<file path="config.mk">
export PLATFORM = sky130hd
export DESIGN_NAME = bcd_multi_cntdown
export DESIGN_NICKNAME = d
export VERILOG_FILES = /design/src/rtl/bcd_multi_cntdown.sv
export SDC_FILE = /design/constraint.sdc
export NUM_CORES = 1
export LEC_CHECK = 0
export BUFFER_PORTS_ARGS = -buffer_cell sky130_fd_sc_hd__buf_2
export CAP_MARGIN = 20
export CELL_PAD_IN_SITES_DETAIL_PLACEMENT = 0
export CELL_PAD_IN_SITES_GLOBAL_PLACEMENT = 1
export CORE_MARGIN = 1
export CORE_UTILIZATION = 42
export CTS_CLUSTER_DIAMETER = 200
export DETAILED_ROUTE_END_ITERATION = 6
export GPL_ROUTABILITY_DRIVEN = 0
export GPL_TIMING_DRIVEN = 0
export PLACE_DENSITY_LB_ADDON = 0.2
export SLEW_MARGIN = 20
export SYNTH_ARGS = -nofsm -noshare
export SYNTH_HDL_FRONTEND = slang
export SYNTH_SLANG_ARGS = --single-unit
</file>
<file path="constraint.sdc">
create_clock -name clk -period 4.2 [get_ports clk]
set_clock_uncertainty 0.05 [all_clocks]
set_input_delay 0.63 -clock clk [delete_from_list [all_inputs] [get_ports clk]]
set_output_delay 0.63 -clock clk [all_outputs]
set_load 0.02 [all_outputs]
</file>
<file path="src/rtl/bcd_multi_cntdown.sv">
// Multi-digit BCD up/down counter with parallel load, wrap or saturate at the terminal value.
// Optional registered active-low 7-segment outputs via BCD_MULTI_CNTDOWN_SEG7_EN.
module bcd_multi_cntdown #(
  parameter int         DIGITS  = 4,
  parameter int         WRAP    = 1,
  parameter logic [3:0] RST_VAL = 4'd0
) (
  input  logic                  clk,
  input  logic                  n_rst,
  input  logic                  tick,
  input  logic                  en,
  input  logic                  up,
  input  logic                  load,
  input  logic [4*DIGITS-1:0]   load_val,
  output logic [4*DIGITS-1:0]   digits_out,
  output logic                  zero,
  output logic                  tc
`ifdef BCD_MULTI_CNTDOWN_SEG7_EN
  ,
  output logic [7*DIGITS-1:0]   seg7_out
`endif
);

  // Strobe interface, no handshake: load and tick are sampled on every clock edge,
  // load wins over tick, and the result is visible on digits_out one cycle later.

  logic [4*DIGITS-1:0] r_digits;
  logic                r_tc;

  logic [4*DIGITS-1:0] w_cnt;
  logic [4*DIGITS-1:0] w_clamp;
  logic                w_cur_term;
  logic                w_nxt_term;
  logic                w_c;
  logic [3:0]          w_d;
  logic [3:0]          w_n;

  always_comb begin
    w_cnt      = r_digits;
    w_clamp    = '0;
    w_cur_term = 1'b1;
    w_nxt_term = 1'b1;
    w_c        = 1'b1;
    w_d        = 4'd0;
    w_n        = 4'd0;
    for (int i = 0; i < DIGITS; i++) begin
      w_d = r_digits[4*i +: 4];
      w_cur_term = w_cur_term & (up ? (w_d == 4'd9) : (w_d == 4'd0));
      // Carry/borrow ripples from digit 0 upward within the cycle.
      if (w_c) begin
        if (up) begin
          w_cnt[4*i +: 4] = (w_d == 4'd9) ? 4'd0 : w_d + 4'd1;
          w_c = (w_d == 4'd9);
        end else begin
          w_cnt[4*i +: 4] = (w_d == 4'd0) ? 4'd9 : w_d - 4'd1;
          w_c = (w_d == 4'd0);
        end
      end
      w_n = w_cnt[4*i +: 4];
      w_nxt_term = w_nxt_term & (up ? (w_n == 4'd9) : (w_n == 4'd0));
      w_clamp[4*i +: 4] = (load_val[4*i +: 4] > 4'd9) ? 4'd9 : load_val[4*i +: 4];
    end
  end

  always_ff @(posedge clk) begin
    if (!n_rst) begin
      r_digits <= {DIGITS{RST_VAL}};
      r_tc     <= 1'b0;
    end else if (load) begin
      r_digits <= w_clamp;
      r_tc     <= 1'b0;
    end else if (tick && en) begin
      if ((WRAP == 0) && w_cur_term) begin
        r_tc <= 1'b0;
      end else begin
        r_digits <= w_cnt;
        r_tc     <= w_nxt_term;
      end
    end else begin
      r_tc <= 1'b0;
    end
  end

  assign digits_out = r_digits;
  assign tc         = r_tc;
  assign zero       = (r_digits == '0);

`ifdef BCD_MULTI_CNTDOWN_SEG7_EN
  logic [7*DIGITS-1:0] r_seg7;

  // Active-low {g,f,e,d,c,b,a}.
  function automatic logic [6:0] seg_of(input logic [3:0] v);
    case (v)
      4'd0:    seg_of = 7'b1000000;
      4'd1:    seg_of = 7'b1111001;
      4'd2:    seg_of = 7'b0100100;
      4'd3:    seg_of = 7'b0110000;
      4'd4:    seg_of = 7'b0011001;
      4'd5:    seg_of = 7'b0010010;
      4'd6:    seg_of = 7'b0000010;
      4'd7:    seg_of = 7'b1111000;
      4'd8:    seg_of = 7'b0000000;
      4'd9:    seg_of = 7'b0010000;
      default: seg_of = 7'b1111111;
    endcase
  endfunction

  always_ff @(posedge clk) begin
    if (!n_rst) begin
      r_seg7 <= {DIGITS{seg_of(RST_VAL)}};
    end else begin
      for (int i = 0; i < DIGITS; i++) begin
        r_seg7[7*i +: 7] <= seg_of(r_digits[4*i +: 4]);
      end
    end
  end

  assign seg7_out = r_seg7;
`endif

endmodule
</file>
==> results.json <==
{
  "muxShareOfSynthArea_pct": 2.84,
  "synth_commonest_cells": "25 x nand2_1, 23 x nor2_1, 17 x dfxtp_1",
  "grt_pass1_wl_mm": 8.29,
  "cp_data_required_time_ns": 4.34,
  "vias": 1966,
  "post_cts_buffers": 0,
  "ys.flop_type": "dfxtp_1",
  "synth_edf_count": 0,
  "portBuffers": 38,
  "finalSetupViolCount": 0,
  "worst_slew_pin_slew_ns": 0.507,
  "max_cap_violations": 0,
  "ir_drop_mv": 0.175,
  "clk_latency_ns": 0.25,
  "synth_compound_area_share_pct": 31.5,
  "clkTransAtPathRegs_ns": 0.07,
  "start_util_pct": 44.5,
  "drtPass1Iterations": 4,
  "wire_per_inst_um": 14.7,
  "crit_type": "reg -> reg",
  "end_kind": "register",
  "cts_tree": "done",
  "worst_slack_ns": 1.33,
  "track_usage_pct": 23.7,
  "synthAdderAreaFrac_pct": 2.08,
  "internal_power_mw": 0.315,
  "num_rows": 23,
  "wl_mm": 5.06,
  "grt_max_degree": 11,
  "drc": 0,
  "cp_max_fo": 10,
  "drt_iter0_markers": 129,
  "dieWidth_um": 67.6,
  "syn_inst": 252,
  "p_seq_share_pct": 36.4,
  "avgSynthCellArea_um2": 7.16,
  "hold_class": "reg -> reg",
  "final_nets": 320,
  "die-area_mm2": 0.00457,
  "n_antenna_cell": 0,
  "timing.final.crit_share_pct": 68.3,
  "coreArea_mm2": 0.00406,
  "synthArstFlopShare_pct": 0,
  "p_clk_share_pct": 24.0,
  "period_needed_ns": 2.87,
  "power_mw": 0.506,
  "io_pins": 40,
  "hpwl_mm": 3.90,
  "clk_path_buf_depth": 2,
  "hold_viol_final": 0,
  "overflow": 0,
  "synth.largest_area_cell": "dfxtp_1",
  "status": "finished clean",
  "yosysSeqAreaShare_pct": 18.8,
  "clkSinkCount": 17,
  "synth_area_mm2": 0.00181,
  "power_density_mw_per_mm2": 240,
  "cts_resized": 0,
  "rsz0062_at_grt": "no",
  "p_leak_nw": 0.847,
  "worstPathArrival_ns": 3.01,
  "slew_violations": 0,
  "yosysWarnings": 0,
  "synth_nets": 277,
  "grt_pass1_vias": 1660,
  "cts-htree-levels": 1,
  "fp.dieH_um": 67.6,
  "drive_above_1_share_pct": 19.0,
  "synthSimpleGateAreaFrac_pct": 33.3,
  "whs_ns": 0.531,
  "switchingPower_mw": 0.190,
  "yosysTopAreaCellShare_pct": 18.8,
  "synthTopCellsByArea": "dfxtp_1 19%, nand2_1 5.2%, nor2_1 4.8%, o21ai_0 4.4%, a21oi_1 3.6%",
  "numCtsBuffers": 3,
  "final_util_pct": 51.8,
  "switching_share_pct": 37.7,
  "setup_tns_ns": 0,
  "ctsHoldBuffers": 0,
  "synthToLayoutAreaGrowth_pct": 16.5,
  "synth_top_family_by_area": "simple AND/OR/NAND/NOR gates",
  "max_freq_mhz": 349,
  "yosys.cell_count.top_type": "nand2_1",
  "ant_nets": 0,
  "viasPerCell": 5.72,
  "relSlewSlack_pct": 66.2,
  "place_ws_ns": 1.36,
  "antenna_found_initial": 0,
  "start_kind": "register",
  "yosysUniqueCellTypes": 59,
  "synth_xor_xnor_area_share_pct": 3.88,
  "pwr-share-comb_pct": 39.6,
  "root_buffer": "clkbuf_8",
  "yosys_register_bits": 17
}
[through the flow]
| stage | area, um2 | instances |
|---|---|---|
| after floorplan | 1810 | 252 |
| after global placement | 2060 | 340 |
| after detailed placement | 2060 | 340 |
| after CTS | 2100 | 344 |
| after global routing | 2100 | 344 |
| final | 2100 | 344 |
[placed cells by master, fill, tap and decap left out, types with 4 or more instances in the layout]
cell type  count
nand3b_1       6
nor2_1        23
a21boi_0       4
a21oi_1       13
nor3_1        13
nand3_1        4
a211o_1        4
clkbuf_1      16
or3_1          4
nor2b_1        4
o21a_1         7
and2_1         4
a31oi_1        4
mux2i_1        4
buf_2         42
nand2b_1       5
o31ai_1        4
inv_1          9
nand2_1       25
xnor2_1        6
dfxtp_1       17
o21ai_0       16
[final timing paths]
kind                                                   from                           to  slack, ns  depth (start not counted)
worst max register to register   digits_out[0]$_SDFFE_PN0P_                tc$_SDFF_PP0_       1.33                          9
worst min-delay path            digits_out[15]$_SDFFE_PN0P_  digits_out[15]$_SDFFE_PN0P_       0.53                          2
worst max-delay path             digits_out[0]$_SDFFE_PN0P_                tc$_SDFF_PP0_       1.33                          9
worst min register to register  digits_out[15]$_SDFFE_PN0P_  digits_out[15]$_SDFFE_PN0P_       0.53                          2
[flip-flops by register name, summed over array words and instances (netlist names)]
name	flops
tc	1
digits_out	16
[critical path: stages, from the launching register on]
cell	delay, ns
dfxtp_1	0.34
clkbuf_1	0.20
inv_1	0.09
ha_1	0.24
nor4b_4	0.46
nor2_4	0.13
or3_1	0.45
o31ai_2	0.41
and4b_1	0.25
o2111a_1	0.17
[power groups by stage]
stage                     Clock (mW)  Sequential (mW)  Combinational (mW)
after global routing           0.128            0.186               0.222
after global placement             0            0.187               0.199
after detailed placement           0            0.187               0.198
after floorplan                    0            0.197               0.132
final                          0.121            0.184               0.200
after CTS                      0.121            0.184               0.199
[logic make-up after synthesis]
logic type | after synthesis
compound gates | 78
flops | 17
fa+ha+maj | 3
buf+inv | 32
xor+xnor | 8
simple gates | 109
mux | 5
[cell type report]
type,instances,area (um2)
plain buffers,23,103
clock buffers,4,45.0
fillers,422,1950
inverters,9,33.8
multi-input cells,203,1330
flip-flops and latches,17,340
well taps,50,62.6
repair buffers,38,190
[metal layers]
metal / vias up / routed length (um) / global-route usage, % / part of all wire, %
met5: - / 0 / 0 / 0
met2: 85 / 2120 / 35.4 / 42
met4: 0 / 31 / 4.79 / 0.61
li1: 1005 / - / - / -
met1: 872 / 2600 / 36.5 / 51
met3: 4 / 309 / 1.35 / 6.1
Note: power is estimated with default switching activity, not from simulation.
